===== src/rtl/sysid_pkg.sv =====
// System-ID slave shared constants.
// Register offsets, CONTROL/STATUS bit indices, uptime width.
package sysid_pkg;

  localparam int UPTIME_W = 64;

  localparam int OFF_ID    = 0;
  localparam int OFF_TS    = 1;
  localparam int OFF_UP_LO = 2;
  localparam int OFF_UP_HI = 3;
  localparam int OFF_CTRL  = 4;
  localparam int OFF_STAT  = 5;
  localparam int OFF_SCR0  = 6;

  localparam int CTRL_FREEZE = 0;
  localparam int CTRL_CLEAR  = 1;
  localparam int CTRL_IRQ_EN = 2;

  localparam int STAT_WRAP = 0;

endpackage


===== src/rtl/sysid_read_pipe.sv =====
// Read-return delay line: {valid, data} word, DEPTH register stages.
// Ports: clk, rst_n, in_word (msb = valid), out_word (msb = valid).
module sysid_read_pipe #(
  parameter int DEPTH = 1,
  parameter int W     = 33
) (
  input  logic         clk,
  input  logic         rst_n,
  input  logic [W-1:0] in_word,
  output logic [W-1:0] out_word
);

  logic [W-1:0] stg [DEPTH];

  // Data only moves with its valid bit, so the last
  // stage holds the previous return between pulses.
  always_ff @(posedge clk or negedge rst_n) begin
    if (!rst_n) begin
      for (int i = 0; i < DEPTH; i++) begin
        stg[i] <= '0;
      end
    end else begin
      stg[0][W-1] <= in_word[W-1];
      if (in_word[W-1]) begin
        stg[0][W-2:0] <= in_word[W-2:0];
      end
      for (int i = 1; i < DEPTH; i++) begin
        stg[i][W-1] <= stg[i-1][W-1];
        if (stg[i-1][W-1]) begin
          stg[i][W-2:0] <= stg[i-1][W-2:0];
        end
      end
    end
  end

  assign out_word = stg[DEPTH-1];

endmodule


===== src/rtl/nios2_sysid_ctrl.sv =====
// Avalon-MM system-ID slave: ID/TS, 64-bit uptime, status, scratch.
// Ports: clock, reset_n, address/read/write/writedata, readdata(valid), wrap_irq.
module nios2_sysid_ctrl
  import sysid_pkg::*;
#(
  parameter logic [31:0] SYS_ID       = 32'h0,
  parameter logic [31:0] TIMESTAMP    = 32'h0,
  parameter int          NUM_SCRATCH  = 2,
  parameter int          READ_LATENCY = 1,
  parameter int          ADDR_W       = 4
) (
  input  logic              clock,
  input  logic              reset_n,
  input  logic [ADDR_W-1:0] address,
  input  logic              read,
  input  logic              write,
  input  logic [31:0]       writedata,
  output logic [31:0]       readdata,
  output logic              readdatavalid,
  output logic              wrap_irq
);

  localparam int SCR_N = (NUM_SCRATCH > 0) ? NUM_SCRATCH : 1;

  logic [UPTIME_W-1:0] uptime;
  logic [31:0]         snap;
  logic                freeze;
  logic                irq_en;
  logic                wrap;
  logic [31:0]         scratch [SCR_N];

  logic        rd_acc;
  logic        sel_id;
  logic        sel_ts;
  logic        sel_lo;
  logic        sel_hi;
  logic        sel_ctrl;
  logic        sel_stat;
  logic        clr_wr;
  logic        w1c;
  logic        wrap_evt;
  logic [31:0] scr_rd;
  logic [31:0] rd_data;
  logic [32:0] pipe_out;

  // A write beats a simultaneous read; that read returns nothing.
  assign rd_acc   = read & ~write;

  assign sel_id   = address == ADDR_W'(OFF_ID);
  assign sel_ts   = address == ADDR_W'(OFF_TS);
  assign sel_lo   = address == ADDR_W'(OFF_UP_LO);
  assign sel_hi   = address == ADDR_W'(OFF_UP_HI);
  assign sel_ctrl = address == ADDR_W'(OFF_CTRL);
  assign sel_stat = address == ADDR_W'(OFF_STAT);

  assign clr_wr   = write & sel_ctrl & writedata[CTRL_CLEAR];
  assign w1c      = write & sel_stat & writedata[STAT_WRAP];
  // A clear on the same edge pre-empts the wrap.
  assign wrap_evt = ~clr_wr & ~freeze & (&uptime);

  always_ff @(posedge clock or negedge reset_n) begin
    if (!reset_n) begin
      uptime <= '0;
    end else if (clr_wr) begin
      uptime <= '0;
    end else if (!freeze) begin
      uptime <= uptime + 1'b1;
    end
  end

  always_ff @(posedge clock or negedge reset_n) begin
    if (!reset_n) begin
      freeze <= 1'b0;
      irq_en <= 1'b0;
    end else if (write && sel_ctrl) begin
      freeze <= writedata[CTRL_FREEZE];
      irq_en <= writedata[CTRL_IRQ_EN];
    end
  end

  always_ff @(posedge clock or negedge reset_n) begin
    if (!reset_n) begin
      wrap <= 1'b0;
    end else if (wrap_evt) begin
      wrap <= 1'b1;
    end else if (w1c) begin
      wrap <= 1'b0;
    end
  end

  // High word frozen at the same edge the low word is sampled.
  always_ff @(posedge clock or negedge reset_n) begin
    if (!reset_n) begin
      snap <= '0;
    end else if (rd_acc && sel_lo) begin
      snap <= uptime[63:32];
    end
  end

  always_ff @(posedge clock or negedge reset_n) begin
    if (!reset_n) begin
      for (int i = 0; i < SCR_N; i++) begin
        scratch[i] <= '0;
      end
    end else begin
      for (int i = 0; i < NUM_SCRATCH; i++) begin
        if (write && address == ADDR_W'(OFF_SCR0 + i)) begin
          scratch[i] <= writedata;
        end
      end
    end
  end

  always_comb begin
    scr_rd = '0;
    for (int i = 0; i < NUM_SCRATCH; i++) begin
      if (address == ADDR_W'(OFF_SCR0 + i)) begin
        scr_rd = scratch[i];
      end
    end
  end

  always_comb begin
    rd_data = '0;
    unique case (1'b1)
      sel_id:   rd_data = SYS_ID;
      sel_ts:   rd_data = TIMESTAMP;
      sel_lo:   rd_data = uptime[31:0];
      sel_hi:   rd_data = snap;
      sel_ctrl: rd_data = 32'({irq_en, 1'b0, freeze});
      sel_stat: rd_data = 32'(wrap);
      default:  rd_data = scr_rd;
    endcase
  end

  sysid_read_pipe #(
    .DEPTH (READ_LATENCY),
    .W     (33)
  ) u_pipe (
    .clk      (clock),
    .rst_n    (reset_n),
    .in_word  ({rd_acc, rd_data}),
    .out_word (pipe_out)
  );

  assign readdatavalid = pipe_out[32];
  assign readdata      = pipe_out[31:0];
  assign wrap_irq      = wrap & irq_en;

endmodule


===== config.mk =====
export PLATFORM = sky130hd
export DESIGN_NAME = nios2_sysid_ctrl
export DESIGN_NICKNAME = d
export VERILOG_FILES = /design/src/rtl/sysid_pkg.sv /design/src/rtl/sysid_read_pipe.sv /design/src/rtl/nios2_sysid_ctrl.sv
export SDC_FILE = /design/constraint.sdc
export NUM_CORES = 1
export LEC_CHECK = 0
export CORE_ASPECT_RATIO = 1.1
export CORE_MARGIN = 2
export CORE_UTILIZATION = 35
export CTS_CLUSTER_DIAMETER = 150
export CTS_CLUSTER_SIZE = 16
export DETAILED_ROUTE_END_ITERATION = 10
export PLACE_DENSITY = 0.58
export SYNTH_ARGS = -nofsm -noshare
export SYNTH_HDL_FRONTEND = slang
export SYNTH_SLANG_ARGS = --single-unit

===== constraint.sdc =====
create_clock -name clock -period 3.3 [get_ports clock]
set_input_delay 0.66 -clock clock [delete_from_list [all_inputs] [get_ports clock]]
set_output_delay 0.66 -clock clock [all_outputs]
set_load 0.02 [all_outputs]

# Word level (Yosys, flattened, before mapping)
# Cells that the tools add are included.
totals:
  ff_bits: 196
  word_cells: 44
  out_inout_bits: 34
classes:
  mux: 7
  bitwise_logic: 11
  n_eq_ne: 8
  addsub: 1
  reduce_logical: 8
op_table:
  columns: ["cell", "count"]
  rows:
  - ["32-bit one-hot mux with 5 select lines", 1]
  - ["64-bit two-way mux", 2]
  - ["64-bit by 1-bit adder with 64-bit output (second input constant)", 1]
  - ["32-bit two-way mux", 2]
  - ["64-bit AND reduction", 1]
  - ["4-bit by 3-bit == test with 1-bit output (second input constant)", 4]
  - ["1-bit bitwise AND", 8]
  - ["4-bit by 2-bit == test with 1-bit output (second input constant)", 2]
  - ["4-bit by 1-bit == test with 1-bit output (second input constant)", 1]
  - ["1-bit logical AND", 4]
  - ["4-bit zero test", 1]
  - ["1-bit NOT", 3]
  - ["1-bit two-way mux", 2]
  - ["2-bit by 1-bit != test with 1-bit output (second input constant)", 1]
  - ["2-bit nonzero test", 1]
  - ["2-bit OR reduction", 1]

# Logic depth before layout (Yosys ltp)
# Gate-level depths: netlist of run 1.
depth:
  word_depth: 7
  ltp_mapped: 9

# Hierarchy
# Synthesis of run 1 repeated with hierarchy kept, for this count alone.
unflattened:
  cells_unflattened: 810
  area_unflattened_um2: 9334.0
by_module_without_submodules:
  columns: ["module", "cells_each", "n_inst", "area_each_um2"]
  rows:
  - ["nios2_sysid_ctrl", 741, 1, 7963.9]
  - ["sysid_read_pipe", 69, 1, 1370.1]

# Worst setup path before layout of run 1
# No wires, ideal clock.
synth_path:
  kind: "input to register"
  start: "input address[2]"
  end: "register scratch[45] (netlist bit)"
  stages: 6
  slack_ns: 0.923
  required_time_ns: 3.175
  t_arrival_ns: 2.252
  setup_time_ns: 0.125
  path_buffers: 2
  cell_sequence: "clkbuf_1 > nor2b_1 > nor3b_1 > nand2_1 > buf_1 > mux2_2"
synth_via:
  elab_chain_len: 2
synth_rtl:
  columns: ["item", "line", "source"]
  rows:
  - ["start, declared", "nios2_sysid_ctrl.sv:14", "input logic [ADDR_W-1:0] address,"]
  - ["4-bit by 3-bit == test with 1-bit output", "nios2_sysid_ctrl.sv:107", "if (write && address == ADDR_W'(OFF_SCR0 + i)) begin"]
  - ["1-bit logical AND", "nios2_sysid_ctrl.sv:107", null]
  - ["end signal, assigned by index", "nios2_sysid_ctrl.sv:108", "scratch[i] <= writedata;"]
  - ["end, declared", "nios2_sysid_ctrl.sv:30", "logic [31:0] scratch [SCR_N];"]
# No other way between the ends.
# A chain may end at the register's enable or synchronous reset.

# Final worst setup path of run 1
layout_path:
  start: "register freeze"
  end: "register uptime[57]"
layout_via:
  elab_chain_len: 1
layout_rtl:
  columns: ["item", "line", "source"]
  rows:
  - ["start, declared", "nios2_sysid_ctrl.sv:27", "logic freeze;"]
  - ["start signal, assigned", "nios2_sysid_ctrl.sv:76", "freeze <= writedata[CTRL_FREEZE];"]
  - ["2-bit by 1-bit != test with 1-bit output (no source line)", null, null]
  - ["end signal, assigned", "nios2_sysid_ctrl.sv:67", "uptime <= uptime + 1'b1;"]
  - ["end, declared", "nios2_sysid_ctrl.sv:25", "logic [UPTIME_W-1:0] uptime;"]
# No other way between the ends.

==> flow_summary.toml, run 1 <==
[drt]
routed_wl_um = 21700
drc = 0
postRouteAntennaNets = 0
vias = 6480
route.detailed.wl_per_inst_um = 18.1
viasPerCell = 5.41
drt_first_pass_iters = 5
drtIter0Drc = 471

[cells_and_area]
n_fill_cell = 2407
mostFrequentLayoutCells = "196 x dfrtp_1, 89 x mux2_2, 82 x nor2_1"
drive_gt1_share_pct = 18.6
insertedDiodeCount = 0
final_common_cell = "dfrtp_1"
finalNetCount = 911
syn_to_final_growth_pct = 20.4

[setup_path]
worstPathMaxFanout = 12
cp_data_required_time_ns = 3.65
startpoint = "freeze"
r2r_cells = 6
worstPathArrival_ns = 2.92
cp_cell_sequence = "and4b_1, nor4b_2, buf_4, nand2_1, or4_1, a21oi_1"
timing.rr.start = "freeze"
cp.depth = 6
cp-end-kind = "register"
crit_type = "reg2reg"
cp.buffers_inverters = 1
slowest_delay_ns = 0.55
critPathLaunchType = "register"
cp_top_family = "simple AND/OR/NAND/NOR gates"
cpMaxStageDelayCell = "nor4b_2"

[timing]
setup_slack_ns = 0.731
max_slew_margin_pct = 52.0
max_slew.worst_pin.slew_ns = 0.720
hold_viol_final = 0
skew_ns = 0.0101
hold_ws_ns = 0.270
slew_violations = 0
tns_ns = 0
timing.final.crit_period_ns = 2.57
post-route-period-util_pct = 77.8
max_freq_mhz = 389
rsz0062_at_grt = "no"
setup_viol = 0

[placement]
gp_congestion = 0.809
hpwl_um = 14700
port_buffers = 73
post-place-ws_ns = 0.616

[floorplan]
rows = 61
die_w_um = 156
ios = 74
coreArea_mm2 = 0.0252
start_util_pct = 35.4
die_area_mm2 = 0.0268
die_height_um = 171

[yosys]
synth_edf_count = 0
syn_avg_cell_area_um2 = 11.1
yosys_warnings = 0
ys_types = 48
mappedNetlistArea_mm2 = 0.00891
syn_inst = 802
syn_nets = 843
seq_area_frac_synth_pct = 55.0
synthFlopType = "dfrtp_1"
synth-seq-cells = 196
ys_async_sr_fraction_pct = 100

[clocking]
cts_max_level = 4
cts_root_buf = "clkbuf_16"
numCtsBuffers = 17
clk_pin_slew_ns = 0.07
cts_hold_buffers = 0
clock-sinks = 196
cts_tree = "yes"
cts_resized = 0
post_cts_buffers = 0
clockBufferDepth = 2
clock_latency_ns = 0.43

[power]
p_clk_share_pct = 32.1
combPwrFrac_pct = 16.5
swShare_pct = 29.4
p_total_uw = 6680
p_int_uw = 4710
powerDensity_mw_per_mm2 = 622
sequentialPowerShare_pct = 51.4
p_leak_uw = 0.00433
switching_power_uw = 1960
peakVddDrop_mv = 0.362

[outcome]
outcome = "finished clean"

[grt]
grt_antenna_before_repair = 0
grt.total_usage_pct = 17.0
grt_overflow = 0
grt_pass1_vias = 6597
grt_pass1_wl_um = 35900
grt_max_degree = 86

[flow_run]
cap_violations = 0

[min_path]
hold_class = "in2async"
-- cells in the mapped netlist, drive strengths merged (13+ instances only) --
cell,count,share of area [%]
nand2,36,1.5
o21ai,25,1.4
nor2,83,3.5
nand3,30,1.7
nand4,34,2.7
nor4,14,1.2
a21oi,24,1.3
clkbuf,40,1.7
inv,14,0.59
mux2,89,11
a22oi,61,5.1
xor2,29,2.9
a31oi,31,2.2
dfrtp,196,55
xnor2,13,1.3
-- power by group through the flow --
stage | sequential [uW] | clock, uW | combinational (uW)
final | 3430 | 2140 | 1100
after global routing | 3510 | 2290 | 1250
after CTS | 3430 | 2190 | 1120
after detailed placement | 3470 | 0 | 1110
after global placement | 3460 | 0 | 1080
after floorplan | 3350 | 0 | 736
-- cell families (layout without fill, tap and decap cells) --
family	count (synthesis)	count (layout)	share of synthesized area, %
simple gates	254	254	15.2
flops	196	196	55.0
compound gates	154	154	11.2
mux	91	91	11.5
buf+inv	64	145	2.79
xor+xnor	42	42	4.13
fa+ha+maj	1	1	0.140
-- through the flow --
| stage | cell area, um^2 | instances | utilization (%) |
|---|---|---|---|
| detailed placement | 10100 | 1166 | 40.2 |
| finish | 10700 | 1198 | 42.6 |
| global route | 10700 | 1198 | 42.6 |
| CTS | 10700 | 1198 | 42.6 |
| floorplan | 8910 | 802 | - |
| global placement | 10100 | 1166 | 40.2 |
-- final cells by class --
type | count | area [um^2] | area share (%)
flip-flops and latches | 196 | 4900 | 45.7
multi-input cells | 542 | 3800 | 35.4
repair buffers | 99 | 967 | 9.02
clock buffers | 20 | 467 | 4.35
well taps | 315 | 394 | 3.67
clock inverters | 12 | 144 | 1.34
inverters | 14 | 52.6 | 0.490
-- routing by layer --
| layer | track usage [%] | vias to the layer above | routed length [um] |
|---|---|---|---|
| met1 | 23.0 | 3289 | 10100 |
| met3 | 2.47 | 10 | 525 |
| met5 | 0 | - | 0 |
| met2 | 29.0 | 92 | 10900 |
| met4 | 3.71 | 0 | 171 |
| li1 | - | 3089 | - |
-- flip-flops by register name (all words and copies together), names as in the netlist --
register and flops:
scratch 64, uptime 64, u_pipe.out_word 33, snap 32
freeze 1, irq_en 1, wrap 1
-- path summary, 6_finish.rpt --
check	end	slack (ns)
max in group asynchronous	scratch[14]	2.18
worst min register to register	scratch[1]	0.50
worst max register to register	uptime[57]	0.73
worst min-delay path	scratch[2]	0.27
min in group clock	scratch[1]	0.50
worst max-delay path	uptime[57]	0.73
-- worst reg2reg max path, cell delays in order (launching register included) --
cell and delay [ns]:
dfrtp_1 0.48, and4b_1 0.41, nor4b_2 0.56, buf_4 0.32, nand2_1 0.11, or4_1 0.48
a21oi_1 0.15
Note: power is estimated with default switching activity, not from simulation.
==> run 2, diff against run 1 <==
--- a/config.mk
+++ b/config.mk
@@ -11,7 +11,7 @@
 export CTS_CLUSTER_DIAMETER = 150
 export CTS_CLUSTER_SIZE = 16
 export DETAILED_ROUTE_END_ITERATION = 10
-export PLACE_DENSITY = 0.58
+export PLACE_DENSITY = 0.6
 export SYNTH_ARGS = -nofsm -noshare
 export SYNTH_HDL_FRONTEND = slang
 export SYNTH_SLANG_ARGS = --single-unit
==> constraint.sdc (replaced) <==
create_clock -name clock -period 2.21 [get_ports clock]
set_input_delay 0.442 -clock clock [delete_from_list [all_inputs] [get_ports clock]]
set_output_delay 0.442 -clock clock [all_outputs]
set_load 0.02 [all_outputs]
==> run 2 against run 1 <==
Net effect:
- the flow now finishes with violations (hold timing)
- global-route usage rose by 0.75 points
- power rose by 55%
- register-to-register slack lost 0.64 ns
- sequential share of layout area shrank 2.9 points
- critical path type unchanged
- critical endpoint is now uptime[58]
==> flow_summary.toml, run 2 (synthesis results as in run 1) <==
[timing]
max_slew_margin_pct = 63.1
timing.final.crit_period_ns = 2.12
setup_slack_ns = 0.0868
max_slew.worst_pin.slew_ns = 0.553
hold_ws_ns = -0.00462
max_freq_mhz = 471
skew_ns = 0.0104
hold_viol_final = 12
setup_viol = 0
post-route-period-util_pct = 96.1
slew_violations = 0
tns_ns = 0

[cells_and_area]
insertedDiodeCount = 0
finalNetCount = 985
mostFrequentLayoutCells = "195 x dfrtp_1, 89 x mux2_2, 85 x buf_4"
multi_input_area_mm2 = 0.00384
final_common_cell = "dfrtp_1"
syn_to_final_growth_pct = 28.6
drive_gt1_share_pct = 25.4
n_fill_cell = 2353
final-instance-count-excl-fill = 1272
postLayoutCellArea_mm2 = 0.0115
fin_util_pct = 45.5
seqCellArea_mm2 = 0.00491

[drt]
viasPerCell = 5.37
routed_wl_um = 22800
drt_first_pass_iters = 5
drtIter0Drc = 361
drc = 0
vias = 6836
postRouteAntennaNets = 0
route.detailed.wl_per_inst_um = 17.9

[clocking]
clockBufferDepth = 2
clock-sinks = 196
clk_pin_slew_ns = 0.07
cts_tree = "yes"
cts_max_level = 4
numCtsBuffers = 17
clock_latency_ns = 0.44
cts_root_buf = "clkbuf_16"

[setup_path]
r2r_cells = 8
worstPathArrival_ns = 2.48
cp_cell_sequence = "nand4_1, buf_6, nor4_4, buf_4, nand4_2, buf_6, or3_1, a21oi_1"
critPathLaunchType = "register"
cpMaxStageDelayCell = "dfrtp_1"
critPathMostFrequentCell = "buf_6"
crit_type = "reg2reg"
reg2reg_slack_ns = 0.09
cp-end-kind = "register"
timing.rr.start = "uptime[11]"
slowest_delay_ns = 0.37
worstPathMaxFanout = 6
cp_data_required_time_ns = 2.57
cp_top_family = "simple AND/OR/NAND/NOR gates"
cp.buffers_inverters = 3
rr_endpoint = "uptime[58]"

[power]
combPwrFrac_pct = 20.6
powerDensity_mw_per_mm2 = 902
swShare_pct = 30.1
switching_power_uw = 3110
p_clk_share_pct = 31.2
peakVddDrop_mv = 0.459
p_leak_uw = 0.00474
p_int_uw = 7220
sequentialPowerShare_pct = 48.2

[grt]
use_met2_pct = 29.6
grt_pass1_wl_um = 37200
grt_antenna_before_repair = 0
grt_pass1_vias = 6887
top_usage_layer = "met2"
gr-usage-met3_pct = 2.95
grt.total_usage_pct = 17.7
grt_max_degree = 61
grt_util_met1_pct = 23.6
grt_overflow = 0

[placement]
gp_congestion = 0.870
hpwl_um = 16400
dp_cells = 1236
port_buffers = 73
placed_area_mm2 = 0.0108
post-place-ws_ns = -0.0667

[outcome]
violations = "hold timing"
outcome = "complete, but fails checks"

[floorplan]
die_w_um = 156
ios = 74
coreArea_mm2 = 0.0252
start_util_pct = 35.4
rows = 61
die_height_um = 171
die_area_mm2 = 0.0268

[flow_run]
cap_violations = 0

[min_path]
hold_class = "in2async"
-- run 2: changes by cell type in the layout (fill, tap and decap cells not counted), sizes merged --
cell	previous run	this run
buf	26	100
clkbuf	21	18
clkinvlp	1	3
inv	18	19
-- run 2: routing by layer --
metal	wire [um]	part of all wire (%)	up-vias
li1	-	-	3231
met1	10600	46	3464
met2	11300	49	117
met3	659	2.9	24
met4	325	1.4	0
met5	0	0	-
-- run 2: worst reg2reg max path: stages (launching register included) --
cell and delay, ns:
dfrtp_1 0.37, nand4_1 0.26, buf_6 0.24, nor4_4 0.23, buf_4 0.18, nand4_2 0.12, buf_6 0.17, or3_1 0.34
a21oi_1 0.15
-- run 2: worst max-delay path by stage --
stage / from / endpoint / slack, ns / cells after the start
2_1_floorplan: address[2] / scratch[45] / 0.05 / 6
3_3_place_gp: address[2] / scratch[48] / -0.005 / 6
3_5_place_dp: address[2] / scratch[47] / -0.07 / 6
4_1_cts: uptime[11] / uptime[40] / 0.02 / 6
5_1_grt: uptime[11] / uptime[60] / -0.006 / 7
6_report: uptime[11] / uptime[58] / 0.09 / 8
-- run 2: repair_timing --
item                                    4_1_cts  5_1_grt
buffers inserted                              0        4
hold buffers                                  0        0
gates resized for setup                       0       10
endpoints found under the setup margin        0       13
-- run 2: layout make-up --
cell class / count / area share (%)
multi-input cells: 542 / 33.5
clock inverters: 15 / 1.70
repair buffers: 173 / 14.4
flip-flops and latches: 196 / 42.8
inverters: 14 / 0.459
clock buffers: 17 / 3.71
well taps: 315 / 3.44
-- run 2: power groups by stage --
stage | clock network [uW] | logic (uW) | registers [uW]
finish | 3230 | 2130 | 4980
CTS | 3300 | 2150 | 4960
floorplan | 0 | 1100 | 5000
global placement | 0 | 2070 | 5010
detailed placement | 0 | 2130 | 5030
global route | 3450 | 2350 | 5080
-- run 2: through the flow --
step                      hold WS, ns  power, uW
after detailed placement        0.475       7160
final                        -0.00462      10300
after global routing           0.0296      10900
after CTS                      0.0132      10400
after global placement          0.465       7070
after floorplan                 0.146       6090
